[src/rtl/uart_pkg.sv]
// Shared types and limits for the UART transmit path: FSM state encoding,
// legal parameter ranges and the frame parity helper.
package uart_pkg;

  typedef enum logic [2:0] {
    ST_IDLE   = 3'b000,
    ST_START  = 3'b001,
    ST_DATA   = 3'b010,
    ST_PARITY = 3'b011,
    ST_STOP   = 3'b100
  } state_t;

  localparam int DATA_WIDTH_MIN   = 5;
  localparam int DATA_WIDTH_MAX   = 9;
  localparam int CLKS_PER_BIT_MIN = 2;

  // Zero-extension to the widest legal word leaves the XOR reduction unchanged.
  function automatic logic frame_parity(input logic [DATA_WIDTH_MAX-1:0] data, input logic odd);
    return odd ? ~(^data) : ^data;
  endfunction

endpackage

[src/rtl/uart_tx_serializer_if.sv]
// Word handshake, frame configuration and line/status outputs of the UART transmit engine.
// Handshake: a word is accepted on a rising edge where i_data_valid & o_ready; i_data and the
// config bits are sampled only on that edge, and i_data_valid while o_ready=0 has no effect.
interface uart_tx_serializer_if
  import uart_pkg::*;
#(
    parameter int DATA_WIDTH = 8
);
    logic [DATA_WIDTH-1:0] i_data;
    logic                  i_data_valid;
    logic                  o_ready;
    logic                  i_par_en;
    logic                  i_par_odd;
    logic                  i_two_stop;
    logic                  o_serial_data;
    logic                  o_busy;
    logic                  o_done;
    state_t                dbg_state;

    modport master (
        output i_data, i_data_valid, i_par_en, i_par_odd, i_two_stop,
        input  o_ready, o_serial_data, o_busy, o_done, dbg_state
    );

    modport slave (
        input  i_data, i_data_valid, i_par_en, i_par_odd, i_two_stop,
        output o_ready, o_serial_data, o_busy, o_done, dbg_state
    );
endinterface

[src/rtl/uart_tx_bit_select.sv]
// Maps the state a frame is about to be in, plus its data and parity bits, to the line level.
module uart_tx_bit_select
  import uart_pkg::*;
(
    input  state_t state,
    input  logic   data_bit,
    input  logic   parity_bit,
    output logic   line
);
    always_comb begin
        line = 1'b1;
        case (state)
            ST_START:  line = 1'b0;
            ST_DATA:   line = data_bit;
            ST_PARITY: line = parity_bit;
            default:   line = 1'b1;
        endcase
    end
endmodule

[src/rtl/uart_tx_serializer.sv]
// UART transmit frame engine: start | data LSB-first | optional parity | 1-2 stop bits,
// with a registered idle-high line and zero-gap back-to-back frames.
module uart_tx_serializer
  import uart_pkg::*;
#(
    parameter int DATA_WIDTH   = 8,
    parameter int CLKS_PER_BIT = 16
) (
    input logic                  i_clk,
    input logic                  i_rst,
    uart_tx_serializer_if.slave  bus
);
    localparam int PW = $clog2(CLKS_PER_BIT);
    localparam int BW = $clog2(DATA_WIDTH);
    localparam logic [PW-1:0] PRE_LAST = PW'(CLKS_PER_BIT - 1);
    localparam logic [BW-1:0] BIT_LAST = BW'(DATA_WIDTH - 1);

    if (DATA_WIDTH < DATA_WIDTH_MIN || DATA_WIDTH > DATA_WIDTH_MAX ||
        CLKS_PER_BIT < CLKS_PER_BIT_MIN) begin : g_bad_params
        $error("uart_tx_serializer: DATA_WIDTH or CLKS_PER_BIT out of range");
    end

    state_t                state, state_nxt;
    logic [PW-1:0]         prescaler;
    logic [BW-1:0]         bit_cnt;
    logic                  stop_cnt;
    logic [DATA_WIDTH-1:0] shift;
    logic                  par_en_q, two_stop_q, parity_q;
    logic                  serial_q;
    logic                  tick, last_bit, last_stop, done, ready, accept;
    logic                  data_bit_nxt, line_nxt;

    always_comb begin
        tick      = (prescaler == PRE_LAST);
        last_bit  = (bit_cnt == BIT_LAST);
        last_stop = (stop_cnt == two_stop_q);
        done      = (state == ST_STOP) && tick && last_stop;
        ready     = (state == ST_IDLE) || done;
        accept    = bus.i_data_valid && ready;

        state_nxt = state;
        case (state)
            ST_IDLE:   if (accept) state_nxt = ST_START;
            ST_START:  if (tick) state_nxt = ST_DATA;
            ST_DATA:   if (tick && last_bit) state_nxt = par_en_q ? ST_PARITY : ST_STOP;
            ST_PARITY: if (tick) state_nxt = ST_STOP;
            ST_STOP:   if (done) state_nxt = accept ? ST_START : ST_IDLE;
            default:   state_nxt = ST_IDLE;
        endcase

        // The line is loaded with the level of the bit period that starts next cycle,
        // so on a data-bit boundary the bit after the current one is already at shift[1].
        data_bit_nxt = (state == ST_DATA && tick) ? shift[1] : shift[0];
    end

    uart_tx_bit_select u_bit_select (
        .state      (state_nxt),
        .data_bit   (data_bit_nxt),
        .parity_bit (parity_q),
        .line       (line_nxt)
    );

    always_ff @(posedge i_clk or posedge i_rst) begin
        if (i_rst) begin
            state      <= ST_IDLE;
            prescaler  <= '0;
            bit_cnt    <= '0;
            stop_cnt   <= 1'b0;
            shift      <= '0;
            par_en_q   <= 1'b0;
            two_stop_q <= 1'b0;
            parity_q   <= 1'b0;
            serial_q   <= 1'b1;
        end else begin
            state     <= state_nxt;
            serial_q  <= line_nxt;
            prescaler <= (state == ST_IDLE || tick) ? '0 : prescaler + PW'(1);

            if (state == ST_DATA) begin
                if (tick) bit_cnt <= last_bit ? '0 : bit_cnt + BW'(1);
            end else begin
                bit_cnt <= '0;
            end

            if (state == ST_STOP) begin
                if (tick) stop_cnt <= ~last_stop;
            end else begin
                stop_cnt <= 1'b0;
            end

            if (accept) begin
                shift      <= bus.i_data;
                par_en_q   <= bus.i_par_en;
                two_stop_q <= bus.i_two_stop;
                parity_q   <= frame_parity(DATA_WIDTH_MAX'(bus.i_data), bus.i_par_odd);
            end else if (state == ST_DATA && tick) begin
                shift <= shift >> 1;
            end
        end
    end

    assign bus.o_serial_data = serial_q;
    assign bus.o_ready       = ready;
    assign bus.o_busy        = (state != ST_IDLE);
    assign bus.o_done        = done;
    assign bus.dbg_state     = state;
endmodule

[src/flat_wrapper.sv]
// flat-port wrapper written by rule: the top's interface ports become plain ports
module uart_tx_serializer_flat import uart_pkg::*;
#(
    parameter int DATA_WIDTH   = 8,
    parameter int CLKS_PER_BIT = 16
)
  (i_clk, i_rst, bus_i_data, bus_i_data_valid, bus_i_par_en, bus_i_par_odd, bus_i_two_stop, bus_o_ready, bus_o_serial_data, bus_o_busy, bus_o_done, bus_dbg_state);
  uart_tx_serializer_if #(.DATA_WIDTH(DATA_WIDTH)) bus_i ();
  input logic i_clk;
  input logic i_rst;
  input wire logic [$bits(bus_i.i_data)-1:0] bus_i_data;
  input wire logic [$bits(bus_i.i_data_valid)-1:0] bus_i_data_valid;
  input wire logic [$bits(bus_i.i_par_en)-1:0] bus_i_par_en;
  input wire logic [$bits(bus_i.i_par_odd)-1:0] bus_i_par_odd;
  input wire logic [$bits(bus_i.i_two_stop)-1:0] bus_i_two_stop;
  output wire logic [$bits(bus_i.o_ready)-1:0] bus_o_ready;
  output wire logic [$bits(bus_i.o_serial_data)-1:0] bus_o_serial_data;
  output wire logic [$bits(bus_i.o_busy)-1:0] bus_o_busy;
  output wire logic [$bits(bus_i.o_done)-1:0] bus_o_done;
  output wire logic [$bits(bus_i.dbg_state)-1:0] bus_dbg_state;
  assign bus_i.i_data = bus_i_data;
  assign bus_i.i_data_valid = bus_i_data_valid;
  assign bus_i.i_par_en = bus_i_par_en;
  assign bus_i.i_par_odd = bus_i_par_odd;
  assign bus_i.i_two_stop = bus_i_two_stop;
  assign bus_o_ready = bus_i.o_ready;
  assign bus_o_serial_data = bus_i.o_serial_data;
  assign bus_o_busy = bus_i.o_busy;
  assign bus_o_done = bus_i.o_done;
  assign bus_dbg_state = bus_i.dbg_state;
  uart_tx_serializer #(.DATA_WIDTH(DATA_WIDTH), .CLKS_PER_BIT(CLKS_PER_BIT)) u_core (.i_clk(i_clk), .i_rst(i_rst), .bus(bus_i));
endmodule
[config.mk]
export PLATFORM = sky130hd
export DESIGN_NAME = uart_tx_serializer_flat
export DESIGN_NICKNAME = d
export VERILOG_FILES = /design/src/rtl/uart_pkg.sv /design/src/rtl/uart_tx_serializer_if.sv /design/src/rtl/uart_tx_bit_select.sv /design/src/rtl/uart_tx_serializer.sv /design/src/flat_wrapper.sv
export SDC_FILE = /design/constraint.sdc
export NUM_CORES = 1
export LEC_CHECK = 0
export CORE_MARGIN = 5
export CORE_UTILIZATION = 29
export CTS_BUF_LIST = sky130_fd_sc_hd__clkbuf_2 sky130_fd_sc_hd__clkbuf_4 sky130_fd_sc_hd__clkbuf_8
export DETAILED_ROUTE_END_ITERATION = 12
export GPL_TIMING_DRIVEN = 0
export PLACE_DENSITY_LB_ADDON = 0.2
export SYNTH_ARGS = -nofsm -noshare
export SYNTH_HDL_FRONTEND = slang
export SYNTH_SLANG_ARGS = --single-unit
[constraint.sdc]
create_clock -name i_clk -period 1.72 [get_ports i_clk]
set_input_delay 0.516 -clock i_clk [delete_from_list [all_inputs] [get_ports i_clk]]
set_output_delay 0.516 -clock i_clk [all_outputs]
set_load 0.03 [all_outputs]
==> metrics list, run 1 <==
- The run finished, with violations left.
- The checks that failed: setup timing.
* Leakage power total: ~0.77 nW
* Clock net sink count: 23
- Count of pins over their slew limit: 0
* # port buffers: 20
- The worst register-to-register path begins at u_core.prescaler[0]$_DFF_PP0_.
- The die covers 0.00545 sq mm.
- For this run, the post-layout net count is about 170.
- Minimum period implied by the final worst setup slack: approximately 2.0 ns
- Cell taking the most area after synthesis: dfrtp_1
- The critical path goes through ha_4 -> nand3_4 -> buf_8 -> nor2_4 -> and3_4 -> buf_6.
- After detailed routing, the wire length on met1 is ~1.2 mm.
- Number of core rows: 23
- Each instance of the synthesized netlist takes up on average between 10 and 15 sq um.
- Synth top area cells: dfrtp_1 (47%), xnor2_1 (5.9%), nand2_1 (4.8%), a22o_1 (4.4%), a21o_1 (3.8%)
- Transition time at the pin with the least slew margin: 0.877 ns
- FF-to-FF path depth: 9
- For the worst-skew pair, the clock arrives at the later sink with an insertion delay of about 0.27 ns.
- The number of antenna violations at the first check in global routing is 0.
- The initial utilization of the core area, before any placement, comes to 29.8%.
- The total area inside the core boundary comes to between 0.003 and 0.004 sq mm.
* I/O Pins: 21
- The cell area that synthesis handed to floorplanning was 0.00118 sq mm.
- The tool flagged a number of max-cap violations equal to 0.
* Worst endpoint data arrival time: 1.44 ns
* Fraction of final layout cells sized beyond drive strength 1: 29.7%
- R2R setup slack: -0.10 ns
* Worst-path maximum fanout: 2
- The slowest stage of the critical path belongs to the cell dfrtp_1.
* Share of the cycle needed by the critical path after routing: 114%
- The worst register-to-register path ends at u_core.shift[3]$_DFFE_PP0P_.
- Internal Dissipation: ~0.0014 W
* Portion of synthesized cell area occupied by the leading cell type: approximately 47%
* Filler cells: a little under 400
- Global-route usage over all layers: between 10% and 20%
- Clock network power share: approximately 16%
* GR Overflow Total: 0
* Clock slew seen by the registers of the worst setup and hold paths: 0.08 ns
- Highest routed layer: met4
* Sw Pwr: 0.000800 W
- Leading register cell type out of synthesis: dfrtp_1
- Worst min-delay path category: reg2reg
- Largest incremental delay on the critical path: about 0.40 ns
- Summing the sequential cell areas from Yosys gives about half of the chip area.
- Number of instances in the synthesized netlist: roughly 110
- The via count of the first global-routing pass is around 940.
- Once layout is complete, the utilization of the core stands at between 40 and 50%.
* Final design instance area without fill: approximately 0.0017 sq mm
- The worst setup path is of the reg2out kind.
- Once placement completed, the tool counted placed cells totaling around 180.
- Endpoint of the most critical setup path: bus_o_done
- Initial DRC count: 35
* Final ANT Viol Nets: 0
* Max-slew headroom: approximately 41%
- Timing-limited maximum frequency: 0.510 GHz
- Post-Syn Nets: approximately 130
- Share of async-settable or async-resettable flops after synthesis: 100%
* Final Worst Setup Slack: -0.239 ns
- Clock skew on the completed layout was measured at between 0.004 and 0.005 ns.
- After synthesis the netlist holds a flip-flop and latch count of 23.
- Count of buffer and inverter cells on the critical path: 2
* Via count of the routed design: 922
* Final routed wirelength across all metal layers: approximately 2.6 mm
- Final cell count without fillers: 198
* Deepest level of the CTS H-tree: 1
- In this run the worst setup path begins at u_core.prescaler[0]$_DFF_PP0_.
* Detailed placer's ending HPWL: around 1.9 mm
- After detailed routing, the number of vias per cell comes to ~4.7.
- Quantity of hold-fixing buffers added after cts: 0
- Levels on crit path: 6
- In this run, CTS created clock tree buffers numbering 3.
* CP top delay family: flip-flops
- Longest Clk Path Bufs: 2
- Entering global routing, the biggest net connects 24 pins.
- TritonCTS built the clock tree.
* Root buffer selected by CTS: clkbuf_8
- Worst hold slack after final layout: between 0.4 and 0.5 ns
* Average wire per standard cell: between 10 and 15 um
- Largest voltage drop on the vdd net: ~0.52 mV
- Die Span X: about 74 um
- DRT Pass-1 Iters: 4
- Combinational logic is responsible for 42.9% of the overall power.
- The repair_antennas step left the layout with diodes totalling 0.
- After detailed routing, the number of remaining DRC violations is 0.
- The hold violation count in the final report was 0.
- Kind of end point of the critical path: output pin
- Worst endpoint required time: roughly 1.2 ns
- Setup repair after global routing could not meet its margin everywhere.
- Measured along the y axis, the die boundary spans approximately 74 um.
* Sequential fraction of design power: about two fifths
- The placed instances occupy a cell area of approximately 0.0014 sq mm.
* Minimum setup slack after placement: -0.739 ns
* Ys Warns: 0
* First-pass GRT wire length: approximately 4.3 mm
- Number of synthesized flops with an enable pin: 0
- Synthesis instantiated 32 different standard cells from the library.
* Power per standard cell area: around 1300 mW/mm^2
* Sw frac: between 30% and 40%
- The routed design uses 1.37 mm of met2 wire.
* Routability congestion estimate: 0.744
- Final Setup Violations: 9
- Length of routed met3 wiring: roughly 100 um
- Compared with the post-synthesis result, the final layout area differs by 42.5%.
- Sort of element at the start of the critical path: register
layer usage:
| metal | up-vias | global-route usage (%) |
|---|---|---|
| li1 | 463 | - |
| met3 | 2 | 2.87 |
| met4 | 0 | 3.62 |
| met5 | - | 0 |
| met2 | 15 | 17.3 |
| met1 | 442 | 12.8 |
worst min-delay path by stage:
stage               slack (ns)                            end  cells past startpoint                     startpoint
finish                    0.49    u_core.shift[5]$_DFFE_PP0P_                      1    u_core.shift[5]$_DFFE_PP0P_
global route              0.51    u_core.shift[5]$_DFFE_PP0P_                      1    u_core.shift[5]$_DFFE_PP0P_
CTS                       0.49    u_core.shift[5]$_DFFE_PP0P_                      1    u_core.shift[5]$_DFFE_PP0P_
detailed placement        0.47    u_core.shift[5]$_DFFE_PP0P_                      1    u_core.shift[5]$_DFFE_PP0P_
global placement          0.45  u_core.prescaler[0]$_DFF_PP0_                      1  u_core.prescaler[0]$_DFF_PP0_
floorplan                 0.43  u_core.prescaler[0]$_DFF_PP0_                      1  u_core.prescaler[0]$_DFF_PP0_
Yosys cell counts (all sizes together) (2+ instances only):
master / n
nor2: 9
a22o: 6
nand3: 3
buf: 3
a21o: 7
inv: 3
dfrtp: 22
nand2: 15
xnor2: 8
a31oi: 2
nor3: 2
o21ai: 6
ha: 3
xor2: 3
a21oi: 5
and3: 5
power groups by stage:
stage	sequential (W)	clock, W	combinational, W
after floorplan	0.000922	0	0.000490
after global placement	0.000888	0	0.000750
after detailed placement	0.000898	0	0.000765
after CTS	0.000913	0.000370	0.000858
after global routing	0.000950	0.000402	0.00105
final	0.000925	0.000352	0.000959
flip-flops by register name (all words and copies together) (netlist names):
| name | cells |
|---|---|
| u_core.parity_q | 1 |
| u_core.par_en_q | 1 |
| u_core.bus.o_serial_data | 1 |
| u_core.stop_cnt | 1 |
| u_core.shift | 8 |
| u_core.bit_cnt | 3 |
| u_core.bus.dbg_state | 3 |
| u_core.two_stop_q | 1 |
| u_core.prescaler | 4 |
cell families (layout without fill, tap and decap cells):
family                   after synthesis  in the layout  synth area share, %
AND/OR/NAND/NOR                       39             39                 18.1
AO/OA/AOI/OAI                         29             29                 17.1
flip-flops                            23             23                 48.8
XOR/XNOR                              11             11                 8.15
buffers and inverters                  6             42                 3.81
adder cells (fa/ha/maj)                3              3                 3.17
multiplexers                           1              1                0.847
metrics by stage:
stage                     setup TNS (ns)  total power (W)
after floorplan                  -0.0206          0.00141
after global placement             -2.12          0.00164
after detailed placement           -2.58          0.00166
after CTS                         -0.547          0.00214
after global routing               -1.73          0.00240
final                             -0.952          0.00224
cells in the final DEF, fill, tap and decap left out, types with 3 or more instances in the layout:
cell type / instances
dfrtp_1: 19
nand2_1: 15
clkdlybuf4s50_1: 13
buf_4: 10
xnor2_1: 8
a22o_1: 6
a21o_1: 6
nor2_1: 5
a21oi_1: 5
o21ai_0: 4
buf_6: 4
clkbuf_8: 3
dlygate4sd2_1: 3
dfrtp_2: 3
layout make-up:
class,instances,area [sq um],area share [%]
multi-input combinational,83,636,37.7
inverter,3,11.3,0.668
sequential,23,581,34.4
clock buffer,4,48.8,2.90
buffer,3,41.3,2.45
tap,50,62.6,3.71
timing repair buffer,32,305,18.1
what timing repair did:
action                                  in CTS  in global routing
pin swaps                                    3                  5
buffers inserted                             6                  5
gates cloned                                 0                  1
endpoints found under the setup margin      14                 15
gates resized for setup                     36                 11
No activity file was read; power rests on OpenSTA's default activity.
==> run 2: changes to the inputs <==
--- a/config.mk
+++ b/config.mk
@@ -5,6 +5,7 @@
 export SDC_FILE = /design/constraint.sdc
 export NUM_CORES = 1
 export LEC_CHECK = 0
+export CAP_MARGIN = 25
 export CORE_MARGIN = 5
 export CORE_UTILIZATION = 29
 export CTS_BUF_LIST = sky130_fd_sc_hd__clkbuf_2 sky130_fd_sc_hd__clkbuf_4 sky130_fd_sc_hd__clkbuf_8
==> constraint.sdc (replaced) <==
create_clock -name i_clk -period 2.05 [get_ports i_clk]
set_input_delay 0.615 -clock i_clk [delete_from_list [all_inputs] [get_ports i_clk]]
set_output_delay 0.615 -clock i_clk [all_outputs]
set_load 0.03 [all_outputs]
==> run 2 against run 1 <==
Compared with the run above: the flow now finishes without violations; design area fell by 4.0%; via count decreased by 1.7%; clock-buffer cell count unchanged; combinational power fell by 24%; final cell count shrank 2.0%; power decreased by 20%; sequential power shrank 17%; first-iteration DRC count fell by 43%; flip-flop and latch count stayed put; non-clock buffer count down 4; critical path type unchanged; register-to-register slack better by 0.33 ns.
==> metrics list, run 2 (synthesis results as in run 1) <==
* Result of the run: complete, no violations
* Unrepaired setup endpoints after global routing: no
- The routability congestion estimate is 0.733 (-1.5%).
- Final ANT Viol Nets: 0 (unchanged)
* Longest Clk Path Bufs: 2 (unchanged)
- Ranked by flip-flop count, first place goes to u_core.shift.
* Final design instance area without fill: 0.00162 sq mm (-4.0%)
* Final routed wirelength across all metal layers: 2.54 mm (-4.0%)
- Clock tree from TritonCTS: done
- Max-slew headroom: 70.9% (+29 points)
- Worst min-delay path category: reg2reg
- Quantity of hold-fixing buffers added after cts: 0 (unchanged)
- The cell area after placement is 0.00145 sq mm (-0.17%).
- Worst endpoint required time: 1.43 ns (+0.23 ns)
* GR Overflow Total: 0 (unchanged)
* Root buffer selected by CTS: clkbuf_8
- In the layout the commonest cells are dfrtp_1 (22), nand2_1 (15), clkdlybuf4s50_1 (13).
* Sort of element at the start of the critical path: register
* FF-to-FF path depth: 8 (-1)
- Overall die height: 73.9 um (unchanged)
- The global-route wire length before repair was 4.32 mm (+0.96%).
- Average wire per standard cell: 13.1 um (-2.0%)
- Fraction of final layout cells sized beyond drive strength 1: 20.8% (-8.9 points)
* Final Setup Violations: 0 (-9)
- The number of detailed-routing iterations run before antenna repair is 4 (unchanged).
- The remaining routing DRC violations is 0 (unchanged).
* Worst endpoint data arrival time: 1.35 ns (-0.09 ns)
- Worst flop-to-flop path endpoint: u_core.bus.o_serial_data$_DFF_PP1_
- The worst-case hold slack came to 0.485 ns (-0.00136 ns).
- The number of flip-flops under the largest register name came to 8 (unchanged).
- Hold Startpoint: u_core.shift[1]$_DFFE_PP0P_
- Leading cell type in the layout, fill and taps excluded: dfrtp_1
- The hold violation count in the final report was 0 (unchanged).
* Via count of the first global-routing pass: 943 (+0.86%)
- Count of max-cap constraint violations: 0 (unchanged)
- Worst-Skew Late Latency: 0.27 ns (about the same)
* Clock slew seen by the registers of the worst setup and hold paths: 0.08 ns (about the same)
* Detailed placer's ending HPWL: 1.83 mm (-1.6%)
- Transition time at the pin with the least slew margin: 0.435 ns (-0.441 ns)
- The violation count after the first detailed-routing iteration came to 20 (-43%).
- Launch point of the critical path: u_core.prescaler[0]$_DFF_PP0_
- Leading registers by flop count: u_core.shift (8), u_core.prescaler (4)
- The number of antenna violations at the first check in global routing was 0 (unchanged).
* Avg Vias per Cell: 4.67 (+0.29%)
* Power per standard cell area: 1110 mW/mm^2 (-16%)
- The largest driver fanout on the critical path was 3 (+1).
* Deepest level of the CTS H-tree: 1 (unchanged)
- I/O Pins: 21 (unchanged)
* Largest net degree at the start of global routing: 24 (unchanged)
* Minimum period implied by the final worst setup slack: just under 2 ns
- Largest voltage drop on the vdd net: 0.413 mV (-21%)
- R2R setup slack: 0.23 ns (+0.33 ns)
* Timing-limited maximum frequency: 0.509 GHz
* Via count of the routed design: 906 (-1.7%)
* Leakage power total: 0.757 nW (-1.5%)
* Core area: 0.00397 sq mm (unchanged)
* Minimum setup slack after placement: -0.463 ns (+0.276 ns)
- The initial standard-cell utilization of the core came to 29.8% (unchanged).
- Final-stage net count: 162 (-2.4%)
* Final Worst Setup Slack: 0.0864 ns (+0.325 ns)
- Number of diodes: 0 (unchanged)
- Number of clock buffers inserted by TritonCTS: 3 (unchanged)
* Crit Path Category: reg2out
- Relative to the synthesized area, the layout overhead comes to 36.8%.
- The die area was 0.00545 sq mm (unchanged).
- The clock net sink count was 23 (unchanged).
- Share of the cycle needed by the critical path after routing: a little over nine tenths
- Die Span X: 73.9 um (unchanged)
- Count of pins over their slew limit: 0 (unchanged)
* Global-route usage over all layers: 10.3% (-0.082 points)
- # port buffers: 20 (unchanged)
- The startpoint identified for the worst register-to-register timing path is u_core.prescaler[0]$_DFF_PP0_.
- Kind of end point of the critical path: output pin
* Endpoint of the most critical setup path: bus_o_done
- Setup skew after layout: 0.00838 ns (+0.00437 ns)
* Number of core rows: 23 (unchanged)
run 2: how the worst min path moves through the flow:
| stage | end | cells after the start | slack [ns] |
|---|---|---|---|
| after CTS | u_core.shift[1]$_DFFE_PP0P_ | 1 | 0.50 |
| after detailed placement | u_core.shift[6]$_DFFE_PP0P_ | 1 | 0.47 |
| after global placement | u_core.prescaler[0]$_DFF_PP0_ | 1 | 0.45 |
| final | u_core.shift[1]$_DFFE_PP0P_ | 1 | 0.49 |
| after floorplan | u_core.prescaler[0]$_DFF_PP0_ | 1 | 0.43 |
| after global routing | u_core.shift[4]$_DFFE_PP0P_ | 1 | 0.51 |
run 2: critical path, stage by stage, from the launching register on:
cell and delay [ns]:
dfrtp_1 0.40, ha_4 0.17, nand3_4 0.09, nor2_4 0.12, and3_4 0.18, buf_6 0.12
run 2: area by class of cell:
type	count	area (sq um)
clock buffers	4	48.8
multi-input cells	83	608
fillers	387	2350
inverters	3	11.3
flip-flops and latches	23	577
well taps	50	62.6
plain buffers	2	22.5
repair buffers	29	288
run 2: metrics by stage:
step | util (%) | std cells | setup TNS, ns | power, W
finish | 40.7 | 194 | 0 | 0.00179
global route | 40.7 | 194 | 0 | 0.00194
CTS | 39.5 | 192 | -0.0333 | 0.00178
detailed placement | 36.4 | 182 | -1.06 | 0.00139
global placement | 36.4 | 182 | -1.01 | 0.00137
floorplan | - | 112 | 0 | 0.00118
run 2: metal layers:
layer	global-route usage (%)	part of all wire, %	wire (um)
met1	12.8	45	1150
met2	17.5	50	1280
met5	0	0	0
met3	2.19	3.5	89
met4	3.62	0.83	21
run 2: power by group:
part	switching, W	internal (W)	total, W
clock	0.000143	0.000152	0.000295
combinational	0.000357	0.000374	0.000731
sequential	0.000141	0.000625	0.000766
run 2: repair_timing:
action | in CTS | in global routing
setup buffers | 6 | 2
gates resized for setup | 25 | 5
hold endpoints to repair | 0 | 0
setup endpoints to repair | 4 | 4
pin swaps | 2 | 2
